===== src/rtl/alu_seq.sv =====
// alu_seq: handshaked ALU with a registered result stage and a multi-cycle
// radix-2 shift-add multiplier.
//
// Ports
//   clk, rst            clock and synchronous active-high reset
//   in_valid/in_ready   request handshake; in_ready is combinational on state and out_ready
//   InA, InB            operands (W bits); InB[SHAMT_WIDTH-1:0] is the shift amount
//   Cin                 carry-in for add
//   Oper                operation select (rotate, shifts, add, logic, multiply)
//   invA, invB          invert the operand before use
//   sign                signed interpretation for Ofl and multiply
//   out_valid/out_ready result handshake
//   Out, Out_hi         result; {Out_hi, Out} is the full product for multiply
//   Zero, Ofl           Out == 0, and the overflow flag
module alu_seq #(
  parameter int unsigned OPERAND_WIDTH = 16,
  parameter int unsigned SHAMT_WIDTH   = $clog2(OPERAND_WIDTH)
) (
  input  logic                     clk,
  input  logic                     rst,
  input  logic                     in_valid,
  output logic                     in_ready,
  input  logic [OPERAND_WIDTH-1:0] InA,
  input  logic [OPERAND_WIDTH-1:0] InB,
  input  logic                     Cin,
  input  logic [3:0]               Oper,
  input  logic                     invA,
  input  logic                     invB,
  input  logic                     sign,
  output logic                     out_valid,
  input  logic                     out_ready,
  output logic [OPERAND_WIDTH-1:0] Out,
  output logic [OPERAND_WIDTH-1:0] Out_hi,
  output logic                     Zero,
  output logic                     Ofl
);

  localparam int unsigned W    = OPERAND_WIDTH;
  localparam int unsigned CntW = $clog2(OPERAND_WIDTH + 1);
  localparam logic [CntW-1:0] MulIters = CntW'(OPERAND_WIDTH);

  localparam logic [3:0] OpRol = 4'b0000;
  localparam logic [3:0] OpShl = 4'b0001;
  localparam logic [3:0] OpSra = 4'b0010;
  localparam logic [3:0] OpSrl = 4'b0011;
  localparam logic [3:0] OpAnd = 4'b0101;
  localparam logic [3:0] OpOr  = 4'b0110;
  localparam logic [3:0] OpXor = 4'b0111;
  localparam logic [3:0] OpMul = 4'b1000;

  typedef enum logic [1:0] {StIdle, StMul, StDone} state_e;

  state_e state_q, state_d;

  logic            out_valid_q, out_valid_d;
  logic [W-1:0]    out_q, out_d;
  logic [W-1:0]    out_hi_q, out_hi_d;
  logic            zero_q, zero_d;
  logic            ofl_q, ofl_d;

  // Multiplier working state: multiplicand magnitude, {acc, multiplier} product
  // register, result-negate flag, signedness for Ofl, iteration count.
  logic [W-1:0]    mcand_q, mcand_d;
  logic [2*W-1:0]  prod_q, prod_d;
  logic            neg_q, neg_d;
  logic            msign_q, msign_d;
  logic [CntW-1:0] cnt_q, cnt_d;

  // Conditioned operands and single-cycle datapath
  logic [W-1:0]           a_c, b_c;
  logic [SHAMT_WIDTH-1:0] shamt;
  logic [2*W-1:0]         rot_full;
  logic [W:0]             add_full;
  logic [W-1:0]           alu_res;
  logic                   alu_ofl;
  logic                   a_neg, b_neg;
  logic [W-1:0]           mag_a, mag_b;

  always_comb begin
    a_c      = invA ? ~InA : InA;
    b_c      = invB ? ~InB : InB;
    shamt    = b_c[SHAMT_WIDTH-1:0];
    // Upper half of {A', A'} shifted left is A' rotated left.
    rot_full = {a_c, a_c} << shamt;
    add_full = {1'b0, a_c} + {1'b0, b_c} + {{W{1'b0}}, Cin};

    // Add is the default so reserved opcodes fall through to it.
    alu_res = add_full[W-1:0];
    alu_ofl = sign ? ((a_c[W-1] == b_c[W-1]) && (add_full[W-1] != a_c[W-1]))
                   : add_full[W];
    case (Oper)
      OpRol: begin alu_res = rot_full[2*W-1:W];        alu_ofl = 1'b0; end
      OpShl: begin alu_res = a_c << shamt;             alu_ofl = 1'b0; end
      OpSra: begin alu_res = $signed(a_c) >>> shamt;   alu_ofl = 1'b0; end
      OpSrl: begin alu_res = a_c >> shamt;             alu_ofl = 1'b0; end
      OpAnd: begin alu_res = a_c & b_c;                alu_ofl = 1'b0; end
      OpOr:  begin alu_res = a_c | b_c;                alu_ofl = 1'b0; end
      OpXor: begin alu_res = a_c ^ b_c;                alu_ofl = 1'b0; end
      default: ;
    endcase

    a_neg = sign & a_c[W-1];
    b_neg = sign & b_c[W-1];
    mag_a = a_neg ? -a_c : a_c;
    mag_b = b_neg ? -b_c : b_c;
  end

  // Multiplier iteration and final sign fix-up
  logic [W:0]     partial;
  logic [2*W-1:0] step_prod;
  logic [2*W-1:0] fin_prod;
  logic [W-1:0]   fin_lo, fin_hi;
  logic           fin_ofl;

  always_comb begin
    partial   = {1'b0, prod_q[2*W-1:W]} + (prod_q[0] ? {1'b0, mcand_q} : {(W+1){1'b0}});
    step_prod = {partial, prod_q[W-1:1]};
    fin_prod  = neg_q ? -prod_q : prod_q;
    fin_lo    = fin_prod[W-1:0];
    fin_hi    = fin_prod[2*W-1:W];
    fin_ofl   = msign_q ? (fin_hi != {W{fin_lo[W-1]}}) : (fin_hi != {W{1'b0}});
  end

  logic accept;

  always_comb begin
    state_d     = state_q;
    out_valid_d = out_valid_q;
    out_d       = out_q;
    out_hi_d    = out_hi_q;
    zero_d      = zero_q;
    ofl_d       = ofl_q;
    mcand_d     = mcand_q;
    prod_d      = prod_q;
    neg_d       = neg_q;
    msign_d     = msign_q;
    cnt_d       = cnt_q;

    in_ready = (state_q == StIdle) || ((state_q == StDone) && out_ready);
    accept   = in_valid && in_ready;

    case (state_q)
      StIdle: ;
      StMul: begin
        if (cnt_q == MulIters) begin
          state_d     = StDone;
          out_valid_d = 1'b1;
          out_d       = fin_lo;
          out_hi_d    = fin_hi;
          zero_d      = (fin_lo == {W{1'b0}});
          ofl_d       = fin_ofl;
        end else begin
          prod_d = step_prod;
          cnt_d  = cnt_q + 1'b1;
        end
      end
      StDone: begin
        if (out_ready) begin
          state_d     = StIdle;
          out_valid_d = 1'b0;
        end
      end
      default: state_d = StIdle;
    endcase

    // A new request overrides the retire path above, giving same-cycle accept in DONE.
    if (accept) begin
      if (Oper == OpMul) begin
        state_d     = StMul;
        out_valid_d = 1'b0;
        mcand_d     = mag_a;
        prod_d      = {{W{1'b0}}, mag_b};
        neg_d       = a_neg ^ b_neg;
        msign_d     = sign;
        cnt_d       = '0;
      end else begin
        state_d     = StDone;
        out_valid_d = 1'b1;
        out_d       = alu_res;
        out_hi_d    = {W{1'b0}};
        zero_d      = (alu_res == {W{1'b0}});
        ofl_d       = alu_ofl;
      end
    end
  end

  always_ff @(posedge clk) begin
    if (rst) begin
      state_q     <= StIdle;
      out_valid_q <= 1'b0;
      out_q       <= '0;
      out_hi_q    <= '0;
      zero_q      <= 1'b0;
      ofl_q       <= 1'b0;
      mcand_q     <= '0;
      prod_q      <= '0;
      neg_q       <= 1'b0;
      msign_q     <= 1'b0;
      cnt_q       <= '0;
    end else begin
      state_q     <= state_d;
      out_valid_q <= out_valid_d;
      out_q       <= out_d;
      out_hi_q    <= out_hi_d;
      zero_q      <= zero_d;
      ofl_q       <= ofl_d;
      mcand_q     <= mcand_d;
      prod_q      <= prod_d;
      neg_q       <= neg_d;
      msign_q     <= msign_d;
      cnt_q       <= cnt_d;
    end
  end

  assign out_valid = out_valid_q;
  assign Out       = out_q;
  assign Out_hi    = out_hi_q;
  assign Zero      = zero_q;
  assign Ofl       = ofl_q;

endmodule


===== config.mk =====
export PLATFORM = sky130hd
export DESIGN_NAME = alu_seq
export DESIGN_NICKNAME = d
export VERILOG_FILES = /design/src/rtl/alu_seq.sv
export SDC_FILE = /design/constraint.sdc
export NUM_CORES = 1
export LEC_CHECK = 0
export BUFFER_PORTS_ARGS = -buffer_cell sky130_fd_sc_hd__clkbuf_2
export CAP_MARGIN = 20
export CORE_AREA = 3 3 142 144
export DETAILED_ROUTE_END_ITERATION = 8
export DIE_AREA = 0 0 145 147
export PLACE_DENSITY = 0.76
export SYNTH_ARGS = -nofsm -noshare
export SYNTH_HDL_FRONTEND = slang
export SYNTH_SLANG_ARGS = --single-unit
export TNS_END_PERCENT = 50

===== constraint.sdc =====
create_clock -name clk -period 3.41 [get_ports clk]
set_clock_uncertainty 0.2 [all_clocks]
set_input_delay 0 -clock clk [delete_from_list [all_inputs] [get_ports clk]]
set_output_delay 0 -clock clk [all_outputs]
set_load 0.01 [all_outputs]

Word level (Yosys, flattened, before mapping). Cells that the tools add are included.

Word-level logic and storage cells: 104. Bits of input ports: 44. Register bits after elaboration: 92.

Add/subtract/negate cells: 7. Bitwise gates (word level): 8. Multiplexer cells: 44. Reduce and logical (&&, ||, !) cells: 14. Equal/unequal tests: 16. Shift operators: 4.

Operator list (number): $mux 16 (13); $mux 32 (5); $pmux 16 s7 (1); $add 16x16->17 (2); $logic_not 16->1 (2); $neg 16->16 (2); $neg 32->32 (1); $not 16->16 (2); $shl 32x4->32 (1); $mux 5 (4); $add 17x1->17 (1); $and 16x16->16 (1); $ne 16x16->1 (1); $or 16x16->16 (1); $reduce_bool 16->1 (1); $shl 16x4->16 (1); $shr 16x4->16 (1); $sshr 16x4->16 (1); $xor 16x16->16 (1); $mux 1 (15); $eq 4x3->1 const B (3); $eq 4x2->1 const B (2); $mux 2 (4); $reduce_or 7->1 (1); other kinds (21) (26).

Longest topological paths before layout. Gate-level depths: netlist (run 1).

Depth after elaboration: 10. Depth in mapped cells: 18. Mapped depth without buffers: 14.

Worst setup path after synthesis (run 1). No wires, ideal clock.

Path type: in2reg. Start: input InB[2]. End: register zero_q (netlist: Zero). Setup slack: -0.078 ns. Setup time: 0.059 ns. Cell stages on the path: 17. Data arrival time: 3.229 ns. Path buffers: 4. Cells stage by stage: buf_2 > xor2_1 > inv_1 > buf_2 > buf_2 > buf_1 > ha_1 > and3_1 > a311oi_1 > nor2_1 > a21oi_1 > nor4b_1 > a41o_1 > a211o_1 > a211oi_1 > and4b_1 > a22o_1.

Word-level cells in the longest chain between the ends: 8.

RTL lines: start: declaration (RTL line 24) `input logic [OPERAND_WIDTH-1:0] InB,`; $not 16->16 (RTL line 81) `b_c = invB ? ~InB : InB;`; $mux 16 * (RTL line 81); $add 16x16->17 (RTL line 85) `add_full = {1'b0, a_c} + {1'b0, b_c} + {{W{1'b0}}, Cin};`; $add 17x1->17 (RTL line 85); $pmux 16 s7 * (RTL line 91) `case (Oper)`; $logic_not 16->1 * (RTL line 181) `zero_d = (alu_res == {W{1'b0}});`; $mux 1 * (RTL line 168) `if (Oper == OpMul) begin`; $mux 1 * (RTL line 167) `if (accept) begin`; end signal: assignment (RTL line 205) `zero_q <= zero_d;`; end: declaration (RTL line 58) `logic zero_q, zero_d;`.

Every way passes the cells marked *; elsewhere a longest branch is shown, timed or not. A chain may end at the register's enable or synchronous reset.

Worst setup path after layout (run 1).
Start: input InA[0]. End: register zero_q (netlist: Zero).

Word-level cells in the longest chain between the ends: 8.

RTL lines: start: declaration (RTL line 23) `input logic [OPERAND_WIDTH-1:0] InA,`; $not 16->16 (RTL line 80) `a_c = invA ? ~InA : InA;`; $mux 16 * (RTL line 80); named net a_c[0] (RTL line 70) `logic [W-1:0] a_c, b_c;`; $add 16x16->17 (RTL line 85); $add 17x1->17 (RTL line 85); $pmux 16 s7 * (RTL line 91); $logic_not 16->1 * (RTL line 181); $mux 1 * (RTL line 168); $mux 1 * (RTL line 167).

The timed path passes the listed nets; every way through them passes the cells marked *.

==> results of run 1 <==
-- synthesized netlist by cell type (4+ instances only) --
cell type                   count
sky130_fd_sc_hd__o41ai_1        5
sky130_fd_sc_hd__a21o_1         7
sky130_fd_sc_hd__dfxtp_1       92
sky130_fd_sc_hd__o221ai_1      10
sky130_fd_sc_hd__mux2i_1       47
sky130_fd_sc_hd__nand3_1       43
sky130_fd_sc_hd__or3b_2         4
sky130_fd_sc_hd__nor2_1       158
sky130_fd_sc_hd__a41oi_1        4
sky130_fd_sc_hd__buf_2         20
sky130_fd_sc_hd__buf_1          7
sky130_fd_sc_hd__xor2_1        44
sky130_fd_sc_hd__nand2_1      169
sky130_fd_sc_hd__clkbuf_1      67
sky130_fd_sc_hd__a21oi_1      131
sky130_fd_sc_hd__o31ai_1       19
sky130_fd_sc_hd__o32ai_1        5
sky130_fd_sc_hd__a2111oi_0      4
sky130_fd_sc_hd__mux2_2         4
sky130_fd_sc_hd__buf_6          4
sky130_fd_sc_hd__or3_1         13
sky130_fd_sc_hd__nor2b_1       13
sky130_fd_sc_hd__o211ai_1      11
sky130_fd_sc_hd__mux4_2         6
sky130_fd_sc_hd__o311ai_0       4
sky130_fd_sc_hd__a311oi_1      20
sky130_fd_sc_hd__ha_1          54
sky130_fd_sc_hd__xnor2_1       75
sky130_fd_sc_hd__inv_1         66
sky130_fd_sc_hd__o21ai_0       84
sky130_fd_sc_hd__nand3b_1       4
sky130_fd_sc_hd__o21a_1         5
sky130_fd_sc_hd__and2_1        23
sky130_fd_sc_hd__a31oi_1       17
sky130_fd_sc_hd__nand2b_1      34
sky130_fd_sc_hd__and3_1        12
sky130_fd_sc_hd__or2_2          4
sky130_fd_sc_hd__a211oi_1      36
sky130_fd_sc_hd__nor3_1        43
sky130_fd_sc_hd__nand4_1       16
sky130_fd_sc_hd__a22oi_1       11
sky130_fd_sc_hd__nor4_1        14
sky130_fd_sc_hd__o22ai_1       17
-- kinds of logic (layout without fill, tap and decap cells) --
kind of cell,count (synthesis),after routing,synth area share
and+or+nand+nor,564,564,0.254
AOI/OAI and AO/OA,425,425,0.262
buffers and inverters,170,306,0.0676
xor gates and xnor gates,122,122,0.105
DFF,92,92,0.176
muxes,59,59,0.0672
adders and majority gates,56,56,0.0684
-- per-stage QoR --
stage	instance area (um^2)	total power [uW]	util
2_1_floorplan	10500	2290	-
3_3_place_gp	11800	2990	0.629
3_5_place_dp	11800	2990	0.629
4_1_cts	12200	4000	0.648
5_1_grt	12300	4250	0.652
6_report	12300	4080	0.652
-- power breakdown --
part / switching (uW) / leakage, uW / internal [uW]
sequential: 29.7 / 0.000745 / 1110
combinational: 1160 / 0.00422 / 776
clock: 489 / 0.000144 / 519
total: 1680 / 0.00511 / 2400
-- worst register-to-register path, delay by kind of cell (launching register included) --
| kind | cells | cell delay [ns] |
|---|---|---|
| flops | 1 | 0.38 |
| simple gates | 8 | 2.08 |
| compound gates | 1 | 0.22 |
| xor+xnor | 1 | 0.20 |
-- worst max-delay path by stage --
stage	slack, ns	cells past startpoint	start	end
after floorplan	0.00008	16	InB[1]	Zero
after global placement	-0.03	13	invB	Zero
after detailed placement	-0.04	16	invA	Out[13]
after CTS	0.04	16	InA[0]	Out[13]
after global routing	-0.02	15	prod_q[0]	prod_q[29]
final	0.21	16	InA[0]	Zero
-- routing by layer --
| metal | up-vias | part of all wire |
|---|---|---|
| li1 | 5632 | - |
| met1 | 5675 | 0.43 |
| met2 | 747 | 0.41 |
| met3 | 106 | 0.13 |
| met4 | 0 | 0.031 |
| met5 | - | 0 |
-- state kept, by name, summed over array words and instances (netlist names) --
name	flops
prod_q	32
Out	16
Out_hi	16
mcand_q	16
cnt_q	5
state_q	2
Ofl	1
Zero	1
msign_q	1
neg_q	1
out_valid	1
-- cell type report --
type,count,area (um^2),share of cell area
multi-input combinational,1226,8010,0.653
sequential,92,1840,0.150
timing repair buffer,221,1540,0.125
tap,260,325,0.0265
inverter,69,262,0.0213
clock buffer,9,225,0.0183
clock inverter,7,75.1,0.00612
-- repair_timing --
action                                  4_1_cts  5_1_grt
setup buffers                                 0        1
endpoints found under the hold margin         6        0
hold buffers                                  5        0
gates resized for setup                       0       16
endpoints found under the setup margin        0        6
==> results.py, run 1 <==
metrics = {
    "worst_setup_path": {
        "rrSetupSlack_ns": 0.23,
        "cp_top_family": "compound AO/OA/AOI/OAI gates",
        "data_arrival_time_at_the_worst_slack_endpoint_ns": 3.30,
        "worstPathRequired_ns": 3.51,
        "crit_path_start_kind": "primary input",
        "worst_r2r_endpoint": "Ofl",
        "crit_slowest_cell": "sky130_fd_sc_hd__dlygate4sd3_1",
        "critical_path_cell_by_cell": "dlygate4sd3_1, clkbuf_2, xnor2_2, inv_1, fa_1, and3_1, a311oi_2, nor2_1, a21oi_2, nor4b_1, a41o_1, a211o_1, a211oi_2, buf_4, and4b_1, a22o_1",
        "critical_path.max_stage_delay_ns": 0.53,
        "rr_worst_depth": 10,
        "worst-path-buf-inv": 4,
        "endpoint_kind_of_the_worst_setup_timing_path": "flop",
        "crit_fanout": 2,
        "rr_startpoint": "prod_q[13]",
        "critical_path_class": "primary input to flop",
    },
    "finish": {
        "num-nets-final": 1719,
        "flow.area_growth_from_synthesis_pct": 17.3,
        "final_cell_mix": "sky130_fd_sc_hd__nand2_1 (169), sky130_fd_sc_hd__nor2_1 (158), sky130_fd_sc_hd__buf_4 (132)",
        "mostFrequentLayoutCell": "sky130_fd_sc_hd__nand2_1",
        "drive_above_1_share": 0.173,
        "fillCellCount": 1734,
        "fin_cells": 1884,
        "n_antenna_cell": 0,
    },
    "clocking": {
        "cts_tree": "yes",
        "cts_max_level": 3,
        "cts_inserted_buffers": 9,
        "tritoncts_num_sinks": 92,
        "clockBufferDepth": 2,
        "clock_root_buffer": "sky130_fd_sc_hd__clkbuf_16",
        "worstSkewPairLatency_ns": 0.35,
        "clk_pin_slew_worst_paths_ns": 0.07,
    },
    "hold_path": {
        "min-delay-start": "InB[15]",
        "hold_depth": 5,
        "hold_path_end": "prod_q[15]",
        "hp-class": "primary input to flop",
    },
    "floorplanning": {
        "die_height_um": 147,
        "start_util": 0.556,
        "floorplan.rows": 50,
        "io_pins": 80,
        "die_w_um": 145,
        "core_area_mm2": 0.0188,
        "die-area_mm2": 0.0213,
    },
    "run": {
        "maxCapViolCount": 0,
    },
    "grt": {
        "total_routing_resource_utilization_after_global_routing": 0.355,
        "grt_max_degree": 54,
        "grt_antenna_before_repair": 0,
        "groute.layer.met2.usage": 0.522,
        "grt_overflow_total": 0,
        "grt_pass1_vias": 11000,
        "globalRoute.busiestLayer": "met2",
        "gr-usage-met1": 0.518,
        "met3_usage": 0.0827,
        "grt_pass1_wl_um": 61600,
    },
    "synth": {
        "ys_ff_latch": 92,
        "synth_sequential_area_ratio": 0.176,
        "mapped_cell_area_mm2": 0.0105,
        "synth_async_sr_flop_share": 0,
        "synth_enable_flop_cells": 0,
        "synth_nets": 1588,
        "ys_top_cells_by_area": "sky130_fd_sc_hd__dfxtp_1 (18%), sky130_fd_sc_hd__ha_1 (6.5%), sky130_fd_sc_hd__xnor2_1 (6.3%)",
        "synth_area_leader_cell": "sky130_fd_sc_hd__dfxtp_1",
        "area_share_of_the_largest_cell_type_after_synthesis": 0.176,
        "synth_flop_cell": "sky130_fd_sc_hd__dfxtp_1",
        "yosys.cell_types.count": 83,
        "ys_warn_count": 0,
        "synthesized_area_per_cell_um2": 7.03,
        "netlist_instances": 1488,
    },
    "detailed_routing": {
        "postRouteWirelength_um": 39600,
        "number_of_iterations_in_the_first_detailed_routing_pass": 8,
        "post_route_drc_violation_count": 0,
        "routed-via-count": 12200,
        "wl_per_cell_um": 21.0,
        "detail-route-antenna-nets": 0,
        "drt-initial-drc-count": 1477,
        "detail_route.vias_per_cell": 6.45,
    },
    "pwr": {
        "cellPowerDensity_mw_per_mm2": 333,
        "highest_ir_drop_seen_on_vdd_mv": 0.249,
        "power.static_leakage_uw": 0.00511,
    },
    "sta": {
        "timing.final.hold_violations": 0,
        "final.setup.worst_slack_ns": 0.208,
        "tightestPinTransition_ns": 0.768,
        "timing.final.crit_share": 0.939,
        "report.final.setup_viol": 0,
        "timing.final.crit_period_ns": 3.20,
        "fmax_ghz": 0.312,
        "slew_violations": 0,
        "max_slew_margin": 0.488,
        "setup-tns-final_ns": 0,
        "final.hold.worst_slack_ns": 0.0297,
    },
    "placement": {
        "port-buffer-count": 79,
        "dp.final_hpwl_um": 31100,
        "number_of_placed_cells_counting_well_taps": 1862,
        "dpl_worst_slack_ns": -0.0408,
        "gp_congestion": 1.05,
    },
    "outcome": {
        "run_status": "complete, no violations",
    },
}
(Power assumes the default switching activity.)
==> run 2: changes to the inputs <==
--- a/config.mk
+++ b/config.mk
@@ -5,11 +5,12 @@
 export SDC_FILE = /design/constraint.sdc
 export NUM_CORES = 1
 export LEC_CHECK = 0
+export ABC_AREA = 1
 export BUFFER_PORTS_ARGS = -buffer_cell sky130_fd_sc_hd__clkbuf_2
 export CAP_MARGIN = 20
-export CORE_AREA = 3 3 142 144
+export CORE_AREA = 3 3 140 142
 export DETAILED_ROUTE_END_ITERATION = 8
-export DIE_AREA = 0 0 145 147
+export DIE_AREA = 0 0 143 145
 export PLACE_DENSITY = 0.76
 export SYNTH_ARGS = -nofsm -noshare
 export SYNTH_HDL_FRONTEND = slang
==> run 2 against run 1 <==
Net effect:
- first-iteration DRC count shrank 16%
- non-clock buffer count shrank 87
- fmax is essentially flat
==> results.py, run 2 <==
metrics = {
    "worst_setup_path": {
        "worstPathRequired_ns": 3.47,
        "data_arrival_time_at_the_worst_slack_endpoint_ns": 3.26,
        "crit_path_start_kind": "flop",
        "endpoint_kind_of_the_worst_setup_timing_path": "flop",
        "crit_path_end": "prod_q[27]",
        "rr_worst_depth": 17,
        "rr_startpoint": "prod_q[0]",
        "crit_fanout": 5,
        "rrSetupSlack_ns": 0.21,
        "worst_r2r_endpoint": "prod_q[27]",
        "worstSetupStartpoint": "prod_q[0]",
        "critical_path_class": "flop to flop",
    },
    "placement": {
        "dp.final_hpwl_um": 31600,
        "gp_congestion": 1.07,
        "port-buffer-count": 79,
        "placement.cell_area_mm2": 0.0108,
        "number_of_placed_cells_counting_well_taps": 2042,
    },
    "grt": {
        "grt_pass1_wl_um": 61400,
        "grt_antenna_before_repair": 0,
        "grt_overflow_total": 0,
        "globalRoute.busiestLayer": "met2",
        "met3_usage": 0.0580,
        "groute.layer.met2.usage": 0.626,
        "gr-usage-met1": 0.461,
        "total_routing_resource_utilization_after_global_routing": 0.376,
        "grt_max_degree": 48,
        "grt_pass1_vias": 11300,
    },
    "floorplanning": {
        "die-area_mm2": 0.0207,
        "die_height_um": 145,
        "die_w_um": 143,
        "start_util": 0.540,
        "io_pins": 80,
        "core_area_mm2": 0.0186,
        "floorplan.rows": 50,
    },
    "finish": {
        "max_flop_register": "prod_q",
        "fin_cells": 2067,
        "num-nets-final": 1928,
        "mostFrequentLayoutCell": "sky130_fd_sc_hd__nand2_1",
        "n_antenna_cell": 0,
        "final_cell_mix": "sky130_fd_sc_hd__nand2_1 (504), sky130_fd_sc_hd__inv_1 (222), sky130_fd_sc_hd__nand3_1 (211)",
        "drive_above_1_share": 0.0966,
        "stdcell_area_mm2": 0.0112,
        "largest_register_ffs": 32,
        "flow.area_growth_from_synthesis_pct": 11.8,
    },
    "sta": {
        "fmax_ghz": 0.312,
        "timing.final.crit_period_ns": 3.20,
        "timing.final.hold_violations": 0,
        "slew_violations": 0,
        "tightestPinTransition_ns": 0.967,
        "report.final.setup_viol": 0,
        "final.hold.worst_slack_ns": 0.0148,
        "timing.final.crit_share": 0.939,
        "rsz_0062_raised_after_global_routing": "false",
        "setup-tns-final_ns": 0,
        "max_slew_margin": 0.355,
    },
    "detailed_routing": {
        "number_of_iterations_in_the_first_detailed_routing_pass": 8,
        "detail_route.vias_per_cell": 5.92,
        "drt-initial-drc-count": 1236,
        "routed-via-count": 12200,
        "detail-route-antenna-nets": 0,
        "postRouteWirelength_um": 39900,
        "wl_per_cell_um": 19.3,
        "post_route_drc_violation_count": 0,
    },
    "pwr": {
        "highest_ir_drop_seen_on_vdd_mv": 0.210,
        "clock_power_share": 0.291,
        "cellPowerDensity_mw_per_mm2": 344,
        "finalPower_uw": 3860,
        "power.static_leakage_uw": 0.00589,
        "power.switching_uw": 1570,
        "seq_power_share": 0.298,
        "switching_share": 0.408,
        "comb_power_share": 0.411,
        "internal_power_uw": 2290,
    },
    "clocking": {
        "cts_tree": "yes",
        "cts_post_setup_buffers_inserted": 0,
        "worstSkewPairLatency_ns": 0.36,
        "cts_max_level": 3,
        "clock_root_buffer": "sky130_fd_sc_hd__clkbuf_16",
        "cts_inserted_buffers": 9,
        "clk_pin_slew_worst_paths_ns": 0.07,
        "tritoncts_num_sinks": 92,
        "clockBufferDepth": 2,
    },
    "synth": {
        "ys_warn_count": 0,
        "yosys.cell_types.count": 48,
        "netlist_instances": 1744,
        "ys_top_cells_by_count": "sky130_fd_sc_hd__nand2_1 (504), sky130_fd_sc_hd__inv_1 (222), sky130_fd_sc_hd__nand3_1 (211)",
        "synth_flop_cell": "sky130_fd_sc_hd__dfxtp_1",
        "synth_async_sr_flop_share": 0,
        "ys_top_cells_by_area": "sky130_fd_sc_hd__nand2_1 (19%), sky130_fd_sc_hd__dfxtp_1 (18%), sky130_fd_sc_hd__nand3_1 (11%)",
        "synth_nets": 1844,
        "synth_sequential_area_ratio": 0.184,
        "ys_ff_latch": 92,
        "synth_enable_flop_cells": 0,
        "synthesized_area_per_cell_um2": 5.75,
        "mapped_cell_area_mm2": 0.0100,
        "synthMostInstantiatedCell": "sky130_fd_sc_hd__nand2_1",
        "area_share_of_the_largest_cell_type_after_synthesis": 0.189,
        "synth_area_leader_cell": "sky130_fd_sc_hd__nand2_1",
    },
    "run": {
        "maxCapViolCount": 0,
    },
    "hold_path": {
        "hp-class": "primary input to flop",
    },
    "outcome": {
        "run_status": "complete, no violations",
    },
}
## run 2: cell types whose count changed in the layout (fill, tap and decap cells not counted), moves of 18 or more
cell,previous run,this run
sky130_fd_sc_hd__a211oi_1,34,7
sky130_fd_sc_hd__and2_1,22,0
sky130_fd_sc_hd__o21ai_0,83,120
sky130_fd_sc_hd__xnor2_1,74,16
sky130_fd_sc_hd__nand2_1,169,504
sky130_fd_sc_hd__buf_4,132,46
sky130_fd_sc_hd__nand3_1,42,211
sky130_fd_sc_hd__nand2b_1,34,0
sky130_fd_sc_hd__a21oi_1,129,91
sky130_fd_sc_hd__nor3_1,41,20
sky130_fd_sc_hd__a311oi_1,19,1
sky130_fd_sc_hd__inv_1,66,222
sky130_fd_sc_hd__mux2i_1,47,2
## run 2: what timing repair did
item | 4_1_cts | 5_1_grt
hold buffers | 9 | 0
resized for setup | 0 | 0
endpoints found under the hold margin | 25 | 0
setup endpoints to repair | 0 | 0
## run 2: metrics by stage
stage / setup WS (ns) / utilization
2_1_floorplan: 0.299 / -
3_3_place_gp: 0.279 / 0.581
3_5_place_dp: 0.296 / 0.581
4_1_cts: 0.297 / 0.604
5_1_grt: 0.0242 / 0.604
6_report: 0.207 / 0.604
## run 2: cell type report
cell class / count / area, um^2
Clock buffer: 10 / 239
Clock inverter: 6 / 91.3
Fill cell: 1861 / 7360
Inverter: 231 / 867
Multi-Input combinational cell: 1360 / 7060
Sequential cell: 92 / 1840
Tap cell: 234 / 293
Timing Repair Buffer: 134 / 831
## run 2: worst max-delay path, stage by stage (launching register included)
cell and delay, ns:
sky130_fd_sc_hd__dfxtp_1 0.39, sky130_fd_sc_hd__nand2_1 0.07, sky130_fd_sc_hd__inv_1 0.05, sky130_fd_sc_hd__ha_1 0.15
sky130_fd_sc_hd__inv_1 0.06, sky130_fd_sc_hd__fa_1 0.40, sky130_fd_sc_hd__o21ai_0 0.35, sky130_fd_sc_hd__a21oi_1 0.14
sky130_fd_sc_hd__o21bai_1 0.27, sky130_fd_sc_hd__nand2_1 0.09, sky130_fd_sc_hd__nand2_1 0.06, sky130_fd_sc_hd__o21ai_0 0.12
sky130_fd_sc_hd__o21ai_0 0.29, sky130_fd_sc_hd__nand3_1 0.18, sky130_fd_sc_hd__nand3_1 0.11, sky130_fd_sc_hd__nand3_1 0.08
sky130_fd_sc_hd__nand2_1 0.07, sky130_fd_sc_hd__inv_1 0.04
## run 2: cells by family after synthesis
kind of cell / share of synthesized area
AND/OR/NAND/NOR: 0.394
AO/OA/AOI/OAI: 0.178
buffers and inverters: 0.115
flip-flops: 0.184
XOR/XNOR: 0.0556
adder cells (fa/ha/maj): 0.0713
multiplexers: 0.00200
## run 2: worst min-delay path by stage
stage / from / end / slack, ns / cells after the start
2_1_floorplan: sign / mcand_q[15] / -0.01 / 3
3_3_place_gp: rst / out_valid / 0.09 / 2
3_5_place_dp: rst / out_valid / 0.1 / 2
4_1_cts: InA[6] / mcand_q[6] / 0.006 / 5
5_1_grt: InA[6] / mcand_q[6] / 0.02 / 5
6_report: InA[6] / mcand_q[6] / 0.01 / 5
## run 2: metal layers
metal	wire (um)	share of wire	up-vias
li1	-	-	5875
met1	15500	0.39	5613
met2	18700	0.47	629
met3	3400	0.085	125
met4	2380	0.060	0
met5	0	0	-
## run 2: power groups by stage
stage	logic, uW	registers [uW]	clock network [uW]
2_1_floorplan	1020	1180	0
3_3_place_gp	1520	1170	0
3_5_place_dp	1520	1170	0
4_1_cts	1540	1150	1130
5_1_grt	1720	1150	1180
6_report	1590	1150	1120
==> run 3: changes to the inputs <==
--- a/config.mk
+++ b/config.mk
@@ -11,7 +11,7 @@
 export CORE_AREA = 3 3 140 142
 export DETAILED_ROUTE_END_ITERATION = 8
 export DIE_AREA = 0 0 143 145
-export PLACE_DENSITY = 0.76
+export PLACE_DENSITY = 0.85
 export SYNTH_ARGS = -nofsm -noshare
 export SYNTH_HDL_FRONTEND = slang
 export SYNTH_SLANG_ARGS = --single-unit
==> run 3 against run 2 <==
Net effect:
- count of clock-buffer cells in the layout shrank 1
- flip-flop and latch count is the same
- highest routed layer unchanged
- die area is the same
- critical path depth shrank 7
- via count grew 0.27%
- sequential power is essentially flat
- utilization shrank 0.51 points
- setup slack gained 0.071 ns
- fmax grew 2.3%
- non-clock buffer count shrank 10
==> results.py, run 3 (synthesized netlist as in run 2, its figures left out) <==
metrics = {
    "worst_setup_path": {
        "worstPathRequired_ns": 3.45,
        "crit_path_start_kind": "flop",
        "data_arrival_time_at_the_worst_slack_endpoint_ns": 3.17,
        "endpoint_kind_of_the_worst_setup_timing_path": "flop",
        "critical_path_class": "flop to flop",
        "crit_fanout": 34,
    },
    "grt": {
        "grt_overflow_total": 0,
        "grt_antenna_before_repair": 0,
        "grt_pass1_wl_um": 60600,
        "total_routing_resource_utilization_after_global_routing": 0.367,
        "grt_pass1_vias": 11300,
        "grt_max_degree": 41,
    },
    "outcome": {
        "run_status": "complete, no violations",
    },
    "finish": {
        "fillCellCount": 1850,
        "largest_register_ffs": 32,
        "n_antenna_cell": 0,
        "multi_input_comb_area_mm2": 0.00706,
        "flow.area_growth_from_synthesis_pct": 10.9,
        "drive_above_1_share": 0.0938,
        "max_flop_register": "prod_q",
        "fin_cells": 2057,
        "final_cell_mix": "sky130_fd_sc_hd__nand2_1 (504), sky130_fd_sc_hd__inv_1 (221), sky130_fd_sc_hd__nand3_1 (211)",
        "mostFrequentLayoutCell": "sky130_fd_sc_hd__nand2_1",
        "num-nets-final": 1918,
        "register_area_mm2": 0.00184,
    },
    "clocking": {
        "clk_pin_slew_worst_paths_ns": 0.07,
        "cts_inserted_buffers": 9,
        "cts_max_level": 3,
        "clock_root_buffer": "sky130_fd_sc_hd__clkbuf_16",
        "cts_tree": "yes",
        "clockBufferDepth": 2,
        "worstSkewPairLatency_ns": 0.36,
        "tritoncts_num_sinks": 92,
    },
    "floorplanning": {
        "die-area_mm2": 0.0207,
        "core_area_mm2": 0.0186,
        "io_pins": 80,
        "die_w_um": 143,
        "start_util": 0.540,
        "floorplan.rows": 50,
        "die_height_um": 145,
    },
    "sta": {
        "final.setup.worst_slack_ns": 0.278,
        "timing.final.hold_violations": 0,
        "slew_violations": 0,
        "setup-tns-final_ns": 0,
        "max_slew_margin": 0.516,
        "timing.final.crit_period_ns": 3.13,
        "fmax_ghz": 0.319,
        "rsz_0062_raised_after_global_routing": "false",
        "tightestPinTransition_ns": 0.720,
        "report.final.setup_viol": 0,
        "timing.final.crit_share": 0.919,
    },
    "placement": {
        "gp_congestion": 1.05,
        "port-buffer-count": 79,
        "number_of_placed_cells_counting_well_taps": 2034,
        "dpl_worst_slack_ns": 0.203,
        "dp.final_hpwl_um": 30800,
    },
    "detailed_routing": {
        "detail_route.vias_per_cell": 5.97,
        "post_route_drc_violation_count": 0,
        "routed-via-count": 12300,
        "postRouteWirelength_um": 38700,
        "drt-initial-drc-count": 1405,
        "wl_per_cell_um": 18.8,
        "number_of_iterations_in_the_first_detailed_routing_pass": 6,
        "detail-route-antenna-nets": 0,
    },
    "pwr": {
        "cellPowerDensity_mw_per_mm2": 333,
        "highest_ir_drop_seen_on_vdd_mv": 0.215,
        "power.static_leakage_uw": 0.00583,
    },
    "hold_path": {
        "hp-class": "primary input to flop",
    },
    "run": {
        "maxCapViolCount": 0,
    },
}
==> run 3: cell types whose count changed in the layout (fill, tap and decap cells not counted), moves of 2 or more <==
cell and change:
sky130_fd_sc_hd__clkinvlp_4 +3, sky130_fd_sc_hd__buf_4 -9, sky130_fd_sc_hd__dlygate4sd3_1 -2, sky130_fd_sc_hd__inv_6 -2, sky130_fd_sc_hd__bufinv_16 -2, sky130_fd_sc_hd__inv_8 +3
==> run 3: stage by stage <==
step                hold slack, ns  utilization  instance area, um^2  total power [uW]
finish                      0.0393        0.599                11100              3710
global route                0.0740        0.599                11100              3900
global placement             0.100        0.579                10800              2670
floorplan                  -0.0143            -                10000              2190
CTS                         0.0275        0.598                11100              3660
detailed placement           0.121        0.579                10800              2670
==> run 3: where the power goes <==
part | internal (uW) | total, uW | switching, uW
Combinational | 489 | 1560 | 1070
Clock | 514 | 999 | 485
Sequential | 1120 | 1150 | 33.4
==> run 3: final timing paths <==
path / startpoint / to / slack, ns / cells after the start
setup / recovery: state_q[0] / state_q[1] / 0.28 / 10
hold / removal: InA[13] / mcand_q[13] / 0.04 / 6
setup reg to reg: state_q[0] / state_q[1] / 0.28 / 10
hold reg to reg: mcand_q[14] / mcand_q[14] / 0.26 / 2
==> run 3: cell type report <==
cell class | instances | share of cell area
flip-flops and latches | 92 | 0.166
repair buffers | 124 | 0.0686
clock inverters | 7 | 0.00596
well taps | 234 | 0.0263
inverters | 231 | 0.0783
clock buffers | 9 | 0.0202
multi-input cells | 1360 | 0.635
==> run 3: repair_timing <==
item / 4_1_cts / 5_1_grt
hold buffers: 7 / 0
endpoints found under the hold margin: 25 / 0
resized for setup: 0 / 4
setup buffers: 0 / 0
endpoints found under the setup margin: 0 / 2
==> run 3: worst max-delay path, cell delays in order (launching register included) <==
cell and delay, ns:
sky130_fd_sc_hd__dfxtp_1 0.35, sky130_fd_sc_hd__inv_1 0.07, sky130_fd_sc_hd__nor2_1 0.25, sky130_fd_sc_hd__inv_1 0.21
sky130_fd_sc_hd__nor2_2 0.21, sky130_fd_sc_hd__clkinvlp_4 0.50, sky130_fd_sc_hd__o311ai_1 0.27, sky130_fd_sc_hd__inv_1 0.12
sky130_fd_sc_hd__o21ai_0 0.15, sky130_fd_sc_hd__a21oi_1 0.11, sky130_fd_sc_hd__dlygate4sd3_1 0.57
==> run 3: layer usage <==
metal  up-vias  global-route usage  share of wire
met3       166              0.0537          0.078
met5         -                   0              0
met1      5559               0.461           0.40
met2       676               0.596           0.46
li1       5874                   -              -
met4         0               0.205          0.067
